`src/rtl/shift_pkg.sv`:
```
// Shared types and constants for the shift command sequencer.
package shift_pkg;

  localparam int DATA_W  = 8;
  localparam int MAX_AMT = 8;
  localparam int AMT_W   = 4;
  localparam int OP_W    = 3;
  localparam int CNT_W   = 3;

  typedef enum logic [OP_W-1:0] {
    OP_LSR = 3'd0,
    OP_ASR = 3'd1,
    OP_LSL = 3'd2,
    OP_ROR = 3'd3,
    OP_ROL = 3'd4
  } shift_op_e;

  typedef enum logic [1:0] {
    ST_IDLE = 2'd0,
    ST_RUN  = 2'd1,
    ST_DONE = 2'd2
  } seq_state_e;

  // Saturate a requested amount so the shifter never sees more than MAX_AMT.
  function automatic logic [AMT_W-1:0] clamp_amt(input logic [AMT_W-1:0] a);
    return (a > AMT_W'(MAX_AMT)) ? AMT_W'(MAX_AMT) : a;
  endfunction

endpackage

```
`src/rtl/shift_op_decode.sv`:
```
// Op decode: maps a latched op code to shifter controls. Reserved codes
// become a zero-amount logical right shift, i.e. a pass-through.
module shift_op_decode
  import shift_pkg::*;
(
  input  logic [OP_W-1:0] op,
  output logic            ar,
  output logic            lr,
  output logic            rot,
  output logic            n_zero
);

  // Pure lookup; reserved codes fall into the default arm.
  always_comb begin
    ar     = 1'b0;
    lr     = 1'b0;
    rot    = 1'b0;
    n_zero = 1'b0;
    case (op)
      OP_LSR: ;
      OP_ASR: ar = 1'b1;
      OP_LSL: lr = 1'b1;
      OP_ROR: rot = 1'b1;
      OP_ROL: begin
        lr  = 1'b1;
        rot = 1'b1;
      end
      default: n_zero = 1'b1;
    endcase
  end

endmodule

```
`src/rtl/shift_sequencer.sv`:
```
// Multi-step shift sequencer. Latches a command, loops the accumulator through
// an external combinational shifter (cmd_reps + 1) times, then offers the byte.
// Optional feature macro: SHIFT_SEQ_DONE_CNT_EN adds an 8-bit done_cnt output
// counting result handshakes (wraps at 255).
module shift_sequencer
  import shift_pkg::*;
(
  input  logic              clk,
  input  logic              rst_n,
  input  logic              cmd_valid,
  output logic              cmd_ready,
  input  logic [DATA_W-1:0] cmd_data,
  input  logic [OP_W-1:0]   cmd_op,
  input  logic [AMT_W-1:0]  cmd_amt,
  input  logic [CNT_W-1:0]  cmd_reps,
  output logic [DATA_W-1:0] sh_i,
  output logic [AMT_W-1:0]  sh_n,
  output logic              sh_ar,
  output logic              sh_lr,
  output logic              sh_rot,
  input  logic [DATA_W-1:0] sh_o,
  output logic              res_valid,
  input  logic              res_ready,
  output logic [DATA_W-1:0] res_data,
  output logic              busy
`ifdef SHIFT_SEQ_DONE_CNT_EN
  ,
  output logic [DATA_W-1:0] done_cnt
`endif
);

  seq_state_e        state;
  logic [DATA_W-1:0] acc;
  logic [CNT_W-1:0]  cnt;
  logic [OP_W-1:0]   op_q;
  logic [AMT_W-1:0]  amt_q;
  logic              n_zero;

  shift_op_decode u_dec (
    .op     (op_q),
    .ar     (sh_ar),
    .lr     (sh_lr),
    .rot    (sh_rot),
    .n_zero (n_zero)
  );

  // The shifter always sees the accumulator, so its output is the next step.
  assign sh_i     = acc;
  assign sh_n     = n_zero ? '0 : amt_q;
  assign res_data = acc;

  // Sequencer FSM; handshake flags are registered alongside the state.
  always_ff @(posedge clk or negedge rst_n) begin
    if (!rst_n) begin
      state     <= ST_IDLE;
      acc       <= '0;
      cnt       <= '0;
      op_q      <= OP_LSR;
      amt_q     <= '0;
      cmd_ready <= 1'b1;
      res_valid <= 1'b0;
      busy      <= 1'b0;
    end else begin
      case (state)
        ST_IDLE: begin
          if (cmd_valid && cmd_ready) begin
            acc       <= cmd_data;
            op_q      <= cmd_op;
            amt_q     <= clamp_amt(cmd_amt);
            cnt       <= cmd_reps;
            cmd_ready <= 1'b0;
            busy      <= 1'b1;
            state     <= ST_RUN;
          end
        end
        ST_RUN: begin
          acc <= sh_o;
          if (cnt == '0) begin
            res_valid <= 1'b1;
            state     <= ST_DONE;
          end else begin
            cnt <= cnt - 1'b1;
          end
        end
        ST_DONE: begin
          // acc is frozen here so res_data holds under back-pressure.
          if (res_ready) begin
            res_valid <= 1'b0;
            cmd_ready <= 1'b1;
            busy      <= 1'b0;
            state     <= ST_IDLE;
          end
        end
        default: begin
          res_valid <= 1'b0;
          cmd_ready <= 1'b1;
          busy      <= 1'b0;
          state     <= ST_IDLE;
        end
      endcase
    end
  end

`ifdef SHIFT_SEQ_DONE_CNT_EN
  // Count completed result handshakes; natural 8-bit wrap.
  always_ff @(posedge clk or negedge rst_n) begin
    if (!rst_n) done_cnt <= '0;
    else if (res_valid && res_ready) done_cnt <= done_cnt + 1'b1;
  end
`endif

endmodule

```
`config.mk`:
```
export PLATFORM = sky130hd
export DESIGN_NAME = shift_sequencer
export DESIGN_NICKNAME = d
export VERILOG_FILES = /design/src/rtl/shift_pkg.sv /design/src/rtl/shift_op_decode.sv /design/src/rtl/shift_sequencer.sv
export SDC_FILE = /design/constraint.sdc
export NUM_CORES = 1
export LEC_CHECK = 0
export BUFFER_PORTS_ARGS = -buffer_cell sky130_fd_sc_hd__buf_2
export CAP_MARGIN = 10
export CORE_MARGIN = 2
export CORE_UTILIZATION = 49
export DETAILED_ROUTE_END_ITERATION = 7
export PLACE_DENSITY = 0.84
export REMOVE_ABC_BUFFERS = 1
export SYNTH_ARGS = -nofsm -noshare
export SYNTH_HDL_FRONTEND = slang
export SYNTH_SLANG_ARGS = --single-unit
export TNS_END_PERCENT = 10
```
`constraint.sdc`:
```
create_clock -name clk -period 4.2 [get_ports clk]
set_input_delay 0.21 -clock clk [delete_from_list [all_inputs] [get_ports clk]]
set_output_delay 0.21 -clock clk [all_outputs]
set_load 0.005 [all_outputs]
```
# == Yosys cells after proc, flatten, opt, wreduce, memory -nomap -nowiden ==
# Index checks and enable logic that the tools add are counted.
# classes
addsub,1
n_eq_ne,10
n_lt_le_gt_ge,1
muxes,22
reduce_logical,14
bitwise,2
# ops
op,count
$pmux W8 S2,1
$reduce_and A3 Y1,4
$pmux W1 S3,3
$mux W1,8
$mux W4,2
$mux W8,1
$ne A2 B2 Y1 const B,4
$eq A3 B2 Y1 const B,2
$logic_not A3 Y1,2
$mux W2,3
$mux W3,2
$pmux W2 S3,1
$pmux W3 S2,1
$reduce_or A5 Y1,1
$gt A4 B4 Y1 const B,1
$reduce_and A2 Y1,2
$reduce_or A2 Y1,2
$eq A3 B1 Y1 const B,1
$eq A3 B3 Y1 const B,1
$sub A3 B1 Y3 const B,1
$eq A2 B1 Y1 const B,1
$eq A2 B2 Y1 const B,1
$logic_not A2 Y1,1
$not A1 Y1,2
other kinds (2),2
# totals
output_inout_bits,26
reg_bits,23
elab_cells,58

# == Depth between registers and ports, before layout ==
# Gate-level depths: netlist of the first run.
# depth
depth_word,3
depth_mapped,6
mapped_depth_nobuf,6

# == By module ==
# A second synthesis of the first run with hierarchy kept.
# hier_totals
cells_unflattened,127
hier_area_um2,1192.4
# by_module_without_submodules
mod,cells_per_inst,seq_area_each_um2,area_each_um2,instances
shift_sequencer,120,576.8,1147.4,1
shift_op_decode,7,0.0,45.0,1

# == Worst setup path after synthesis of the first run ==
# Ideal clock, no wire load.
# synth_timing
kind,flip-flop to flip-flop
startpoint,register cnt[0]
endpoint,register cnt[0]
path_buffers,0
setup_time_ns,0.126
setup_slack_ns,2.707
arrival_time_ns,1.368
path_stages_with_launch,7
path_cell_list,dfrtp_1 > inv_1 > ha_1 > ha_1 > nor3b_2 > nor3_1 > a221o_1
# synth_via
elab_chain_len,3
word_cells_on_any_way,6
classes_between,1 x add/sub; 1 x eq/ne; 2 x mux; 2 x reduce/logical
# synth_rtl
element,line,source
"start, declared",shift_sequencer.sv:34,logic [CNT_W-1:0] cnt;
"start signal, assigned",shift_sequencer.sv:70,cnt <= cmd_reps;
"start signal, assigned",shift_sequencer.sv:82,cnt <= cnt - 1'b1;
$sub A3 B1 Y3 / $logic_not A3 Y1 (equally long branches),"shift_sequencer.sv:82, shift_sequencer.sv:78",
$mux W3 / $ne A2 B2 Y1 (equally long branches),--,
$pmux W3 S2 / $reduce_and A3 Y1 (equally long branches),--,
# Several ways; a longest one is shown, not always the timed one. The select of a mux whose other input is x is not followed.
# A chain may end at the register's enable or synchronous reset.

# == Worst setup path after layout of the first run ==
# layout_timing
startpoint,register cmd_ready
endpoint,"register acc[4], in the netlist res_data[4]"
# layout_via
elab_chain_len,3
# layout_rtl
element,line,source
"start, declared",shift_sequencer.sv:11,"output logic cmd_ready,"
"start signal, assigned",shift_sequencer.sv:60,cmd_ready <= 1'b1;
"start signal, assigned",shift_sequencer.sv:71,cmd_ready <= 1'b0;
"start signal, assigned",shift_sequencer.sv:89,cmd_ready <= 1'b1;
$logic_and A1 B1 Y1,shift_sequencer.sv:66,if (cmd_valid && cmd_ready) begin
$ne A2 B2 Y1 (no line),--,
$reduce_and A2 Y1 (no line),--,
"end signal, assigned",shift_sequencer.sv:67,acc <= cmd_data;
"end signal, assigned",shift_sequencer.sv:77,acc <= sh_o;
"end, declared",shift_sequencer.sv:33,logic [DATA_W-1:0] acc;
# Every way passes these cells.

==> results of run 1 <==
flip-flops by register name (all words and copies together) (netlist names):
name       count
busy           1
cmd_ready      1
res_valid      1
state          2
cnt            3
op_q           3
amt_q          4
res_data       8
power groups by stage:
stage | Combinational [W] | Clock (W) | Sequential (W)
6_report | 0.000311 | 0.0000999 | 0.000364
4_1_cts | 0.000317 | 0.000106 | 0.000364
3_3_place_gp | 0.000304 | 0 | 0.000364
3_5_place_dp | 0.000315 | 0 | 0.000368
2_1_floorplan | 0.000159 | 0 | 0.000369
5_1_grt | 0.000355 | 0.000117 | 0.000377
layout make-up:
cell class	count	area (sq um)
clock inverter	1	5.00
clock buffer	3	22.5
multi-input combinational	77	497
inverter	5	18.8
fill	187	793
timing repair buffer	56	285
tap	28	35.0
sequential	23	577
layer usage:
| layer | part of all wire (%) | global-route usage, % | vias up |
|---|---|---|---|
| met4 | 0.37 | 3.85 | 0 |
| met2 | 51 | 34.8 | 44 |
| li1 | - | - | 491 |
| met1 | 41 | 23.4 | 473 |
| met5 | 0 | 0 | - |
| met3 | 7.4 | 3.39 | 2 |
worst min-delay path, cell delays in order:
cell and delay, ns:
buf_2 0.07, nand2_1 0.04, nand2_1 0.04
cells by family (layout without fill, tap and decap cells):
logic type                 Yosys count  after routing
AOI/OAI and AO/OA                   27             27
and+or+nand+nor                     46             46
adders and majority gates            2              2
xor gates and xnor gates             1              1
DFF                                 23             23
muxes                                1              1
buffers and inverters               17             65
synth_stat cells, types with 2 or more instances:
cell	n
a221oi_1	2
nand2_1	22
a21o_1	8
and2_1	4
dfrtp_1	22
inv_1	5
nand3b_1	3
buf_2	2
nor2_1	8
o21ai_0	4
buf_4	9
a22o_1	8
nor2b_1	2
ha_1	2
per-stage QoR:
stage | hold WS, ns | instances | total power (W) | utilization (%) | setup slack, ns
after floorplan | -0.0856 | 105 | 0.000529 | - | 1.44
after global placement | 0.201 | 188 | 0.000668 | 62.8 | 2.17
after detailed placement | 0.208 | 188 | 0.000684 | 62.8 | 2.04
after CTS | 0.0738 | 193 | 0.000786 | 64.5 | 2.03
after global routing | 0.0726 | 193 | 0.000850 | 64.5 | 1.91
final | 0.0837 | 193 | 0.000775 | 64.5 | 2.04
cell usage in the layout, fill, tap and decap left out, types with 3 or more instances in the layout:
cell type	count
o21ai_0	4
buf_2	55
and2_1	4
a22o_1	8
nor2_1	8
clkbuf_4	3
nand3b_1	3
dfrtp_1	22
a21o_1	8
nand2_1	22
inv_1	5
final timing paths:
path                                start           to  slack (ns)  cells past startpoint
worst max-delay path            cmd_ready  res_data[4]        2.04                      3
worst min-delay path            cmd_op[2]      op_q[2]        0.08                      3
worst max register to register  cmd_ready  res_data[4]        2.04                      3
worst min register to register   amt_q[0]     amt_q[0]        0.48                      2
max in group asynchronous           rst_n    cmd_ready        3.45                      2
min in group asynchronous           rst_n  res_data[2]        0.40                      2
repair_timing:
item                      4_1_cts  5_1_grt
hold buffers                    1        0
hold endpoints to repair       22        0
gates resized for setup         0        0
==> results.toml, run 1 <==
[floorplanning]
fp.dieArea_sq_mm = 0.00279
rows = 17
io_pins = 56
core_sq_mm = 0.00223
start_util_pct = 52.4
die_h_um = 52.9
die_w_um = 52.9

[synth]
yosys.area_share.xor_xnor_pct = 0.749
synth_top_area_cell = "dfrtp_1"
synth_top_family_by_area = "simple AND/OR/NAND/NOR gates"
syn-mean-instance-area_sq_um = 10.0
synthSimpleGateAreaFrac_pct = 19.8
async_reset_ff_share_pct = 100
netlist.area_leader.share_pct = 47.1
yosys_most_used_dff = "dfrtp_1"
synth_warnings = 0
synth_cell_types = 30
ys_top_cells_by_area = "dfrtp_1 47%, nand2_1 7.1%, a22o_1 6.0%"
ys_ff_latch = 23
synth_adder_area_share_pct = 2.14
netlist_area_sq_mm = 0.00117
synthMuxAreaShare_pct = 0.856
synth_compound_area_share_pct = 17.6
synth-edff-count = 0
yosysSeqAreaShare_pct = 49.3
synth_cells = 117

[timing]
min_period_ns = 2.16
final.setup.tns_ns = 0
finalHoldViolations = 0
skew_ns = 0.00233
max_freq_ghz = 0.464
max_slew_margin_pct = 35.3
grt_setup_unrepaired = "no"
drv_slew = 0
finalCritPeriodShare_pct = 51.3
worstMarginPinSlew_ns = 0.970
setup_viol = 0

[global_routing]
grt_max_degree = 24
grt_use_total_pct = 19.1
grt_pass1_wl_um = 3950
grt_antenna_before_repair = 0
grt_pass1_vias = 925
grt_remaining_overflow = 0

[cts]
clk_latency_ns = 0.31
cts-root-buf = "clkbuf_4"
cts_tree = "done"
numCtsBuffers = 3
cts.sinks = 23
post_cts_buffers = 0
path_clk_slew_ns = 0.12
clk_path_buf_depth = 2
h-tree-depth = 1

[critical_path]
path_buf_inv = 0
critPathKind = "reg2reg"
slowest_delay_ns = 0.89
worst_setup_path_end_kind = "register"
worstPathCellList = "nor4bb_4 > nor2_1 > a21o_1"
crit_slowest_cell = "nor4bb_4"
crit_path_start_kind = "register"
worstPathRequired_ns = 4.41
crit_family = "simple AND/OR/NAND/NOR gates"
arrival_ns = 2.37
path_max_fanout = 18

[route]
drtAntennaViolNets = 0
vias_per_cell = 5.23
via_count = 1010
wl_um = 2410
drt_iter0_markers = 7
drc = 0
drt-pass1-iter-count = 4
post_drt_wl_per_cell_um = 12.5

[pwr]
sw_frac_of_total_pct = 34.1
netSwitchingPower_w = 0.000264
clkPwrFrac_pct = 12.9
p_per_area_mw_per_mm2 = 538
p_leak_nw = 0.833
ir_worst_vdd_uv = 295
power.internal_w = 0.000511
power_frac_seq_pct = 46.9
p_comb_share_pct = 40.2

[place]
gp_congestion = 0.695
port_buffers = 55
dp_hpwl_um = 1840
post_dp_cell_area_sq_mm = 0.00140

[layout]
area_growth_pct = 23.1
antennaDiodeCount = 0
fin_nets = 198
stdcell_area_sq_mm = 0.00144
drive_gt1_share_pct = 38.2

[hold_path]
hp-class = "in2reg"

[run]
maxCapViolCount = 0

[outcome]
outcome = "finished, final reports clean"
Note: power is estimated with default switching activity, not from simulation.
==> run 2: changes to the inputs <==
CORE_UTILIZATION = 45   (was 49)
PLACE_DENSITY = 0.78   (was 0.84)
clock period = 2.1 ns   (was 4.2 ns; I/O delays follow)
==> results.toml, run 2 (synthesis results as in run 1) <==
[place]
post_dp_cell_area_sq_mm = 0.00143
gp_congestion = 0.770
dp_hpwl_um = 2050
dp_slack_ns = 0.344
port_buffers = 55

[layout]
final_cell_mix = "55 x buf_2, 22 x nand2_1, 22 x dfrtp_1"
antennaDiodeCount = 0
largest_register_ffs = 8
area_growth_pct = 27.0
fin_nets = 203
stdcell_area_sq_mm = 0.00149
final_core_util_pct = 59.9
layout_commonest_cell = "buf_2"
drive_gt1_share_pct = 38.8

[cts]
cts.repair.resized = 0
cts_tree = "done"
path_clk_slew_ns = 0.12
post_cts_buffers = 0
clk_path_buf_depth = 2
clk_latency_ns = 0.30
cts.sinks = 23
cts_hold_buf = 3
numCtsBuffers = 3
h-tree-depth = 1
cts-root-buf = "clkbuf_4"

[floorplanning]
rows = 18
fp.dieArea_sq_mm = 0.00302
core_sq_mm = 0.00248
die_h_um = 55.0
start_util_pct = 47.2
io_pins = 56
die_w_um = 55.0

[critical_path]
crit_path_start_kind = "register"
worst_setup_path_end_kind = "register"
critPathKind = "reg2reg"
worstPathRequired_ns = 2.30
path_max_fanout = 8
arrival_ns = 1.97

[timing]
hold_slack_ns = 0.00568
final.setup.tns_ns = 0
finalHoldViolations = 0
grt_setup_unrepaired = "no"
worstMarginPinSlew_ns = 0.548
worst_slack_ns = 0.332
max_slew_margin_pct = 63.4
setup_viol = 0
min_period_ns = 1.77
skew_ns = 0.00607
drv_slew = 0
max_freq_ghz = 0.565
finalCritPeriodShare_pct = 84.2

[pwr]
p_leak_nw = 0.858
p_per_area_mw_per_mm2 = 1060
ir_worst_vdd_uv = 629

[route]
drt-pass1-iter-count = 4
post_drt_wl_per_cell_um = 12.9
vias_per_cell = 5.08
via_count = 1015
wl_um = 2570
drc = 0
drtAntennaViolNets = 0
drt_iter0_markers = 8

[global_routing]
grt_antenna_before_repair = 0
grt_pass1_wl_um = 3550
grt_remaining_overflow = 0
grt_pass1_vias = 874
grt_use_total_pct = 16.7
grt_max_degree = 24

[run]
maxCapViolCount = 0

[hold_path]
hp-class = "in2reg"

[outcome]
outcome = "finished, final reports clean"
## run 2: cell types whose count changed in the layout (fill, tap and decap cells not counted)
cell,delta
dlygate4sd3_1,+2
buf_4,+3
## run 2: layer usage
layer	GRT usage, %	vias up	share of wire (%)
li1	-	498	-
met1	20.3	474	44
met2	30.2	43	50
met3	2.42	0	6.7
met4	5.28	0	0
met5	0	-	0
## run 2: where the power goes
part / switching (W) / internal (W) / total (W)
registers: 0.000121 / 0.000606 / 0.000727
logic: 0.000289 / 0.000353 / 0.000643
clock network: 0.000127 / 0.0000710 / 0.000198
## run 2: worst max-delay path, cell delays in order (launching register included)
cell and delay [ns]:
dfstp_2 0.60, nor4bb_4 0.47, buf_4 0.24, nor2_2 0.07, a221oi_1 0.29
## run 2: final cells by class
class | count | area, sq um
Clock inverter | 1 | 5.00
Clock buffer | 3 | 22.5
Sequential cell | 23 | 577
Fill cell | 230 | 992
Multi-Input combinational cell | 77 | 497
Timing Repair Buffer | 61 | 328
Inverter | 5 | 18.8
Tap cell | 30 | 37.5
## run 2: final timing paths
kind | from | endpoint | slack, ns | cells after the start
setup reg to reg | cmd_ready | cnt[2] | 0.33 | 4
min in group asynchronous | rst_n | cnt[2] | 0.29 | 2
max in group asynchronous | rst_n | cmd_ready | 1.45 | 2
hold / removal | cmd_op[0] | op_q[0] | 0.006 | 3
hold reg to reg | amt_q[1] | amt_q[1] | 0.48 | 2
setup / recovery | cmd_ready | cnt[2] | 0.33 | 4
## run 2: per-stage QoR
step           total power, W  cells
2_1_floorplan         0.00106    105
3_3_place_gp          0.00134    193
3_5_place_dp          0.00139    193
4_1_cts               0.00159    200
5_1_grt               0.00172    200
6_report              0.00157    200
==> run 3: changes to the inputs <==
CORE_UTILIZATION = 41   (was 45)
PLACE_DENSITY = 0.75   (was 0.78)
clock period = 1.6 ns   (was 2.1 ns; I/O delays follow)
==> results.toml, run 3 (synthesis results as in run 1) <==
[outcome]
outcome = "finished, final reports clean"

[timing]
min_period_ns = 1.51
max_slew_margin_pct = 66.9
setup_viol = 0
worstMarginPinSlew_ns = 0.496
drv_slew = 0
hold_slack_ns = 0.0104
finalHoldViolations = 0
max_freq_ghz = 0.661
skew_ns = 0.00866
finalCritPeriodShare_pct = 94.6

[route]
drc = 0
via_count = 1040
post_drt_wl_per_cell_um = 12.5
drt-pass1-iter-count = 4
drtAntennaViolNets = 0
drt_iter0_markers = 34
wl_um = 2600
vias_per_cell = 5.00

[pwr]
p_leak_nw = 0.893
p_per_area_mw_per_mm2 = 1390
ir_worst_vdd_uv = 778

[cts]
clk_latency_ns = 0.31
numCtsBuffers = 3
cts_tree = "done"
clk_path_buf_depth = 2
cts.sinks = 23
cts-root-buf = "clkbuf_4"
path_clk_slew_ns = 0.12
post_cts_buffers = 0
h-tree-depth = 1

[floorplanning]
rows = 19
core_sq_mm = 0.00273
fp.dieArea_sq_mm = 0.00330
die_w_um = 57.4
start_util_pct = 42.8
io_pins = 56
die_h_um = 57.4

[critical_path]
slowest_delay_ns = 0.35
path_max_fanout = 3
critPathKind = "reg2reg"
crit_slowest_cell = "dfrtp_1"
path_buf_inv = 1
worstPathRequired_ns = 1.80
crit_path_start_kind = "register"
path_depth = 6
r2r-start = "cnt[1]"
worstPathCellList = "inv_1 > ha_1 > ha_2 > nor3b_2 > nor3_1 > a221o_1"
arrival_ns = 1.72
crit_family = "adder cells"
r2r_cells = 6
worst_setup_path_end_kind = "register"
critPathLaunch = "cnt[1]"

[place]
port_buffers = 55
gp_congestion = 0.753
dp_hpwl_um = 2050
dp_cells = 200

[layout]
stdcell_count = 208
drive_gt1_share_pct = 42.4
largest_register_ffs = 8
register_area_sq_um = 577
fin_nets = 210
antennaDiodeCount = 0
layout_commonest_cell = "buf_2"
multi_input_area_sq_um = 514
final_cell_mix = "55 x buf_2, 22 x nand2_1, 22 x dfrtp_1"
area_growth_pct = 33.2
nFillCells = 254

[hold_path]
hp-class = "in2reg"
min_path_cells = 3
hp-start = "cmd_amt[3]"

[run]
maxCapViolCount = 0

[global_routing]
grt_remaining_overflow = 0
grt_max_degree = 24
grt_use_total_pct = 17.1
grt_pass1_wl_um = 4440
grt_antenna_before_repair = 0
grt_pass1_vias = 1060
## run 3: tightest hold or removal path, delay by kind of cell
family / cells / cell delay (ns)
buffers and inverters: 1 / 0.11
AND/OR/NAND/NOR: 2 / 0.10
## run 3: timing repair
item,CTS,global route
hold buffers,4,0
setup endpoints to repair,0,13
resized for setup,0,5
endpoints found under the hold margin,25,0
## run 3: layout make-up
class,instances,share of cell area [%]
Multi-Input combinational cell,77,33.0
Tap cell,31,2.49
Clock buffer,4,1.69
Sequential cell,23,37.0
Timing Repair Buffer,68,24.6
Inverter,5,1.20
## run 3: final timing paths
kind | to | slack [ns]
hold / removal | amt_q[3] | 0.01
setup / recovery | cnt[0] | 0.09
min in group asynchronous | busy | 0.26
max in group asynchronous | cmd_ready | 0.98
hold reg to reg | amt_q[1] | 0.48
setup reg to reg | cnt[0] | 0.09
## run 3: where the power goes
group	total, W	leakage [nW]	switching, W	internal (W)
Sequential	0.000957	0.279	0.000162	0.000795
Clock	0.000267	0.0150	0.000169	0.0000974
Combinational	0.000939	0.600	0.000413	0.000526
Total	0.00216	0.893	0.000744	0.00142
## run 3: stage by stage
step | util (%) | setup WS, ns | power (W) | area, sq um | setup TNS [ns]
3_5_place_dp | 53.9 | 0.0603 | 0.00186 | 1470 | 0
6_report | 57.0 | 0.0862 | 0.00216 | 1560 | 0
5_1_grt | 57.0 | -0.00307 | 0.00235 | 1560 | -0.00307
2_1_floorplan | - | -1.16 | 0.00139 | 1080 | -17.74
3_3_place_gp | 53.9 | 0.121 | 0.00181 | 1470 | 0
4_1_cts | 56.3 | 0.0332 | 0.00215 | 1540 | 0
## run 3: layer usage
layer | vias to the layer above | wire [um] | part of all wire [%] | GRT usage (%)
li1 | 515 | - | - | -
met1 | 484 | 1110 | 43 | 19.9
met2 | 39 | 1310 | 50 | 32.5
met3 | 2 | 164 | 6.3 | 2.04
met4 | 0 | 19 | 0.73 | 4.98
met5 | - | 0 | 0 | 0
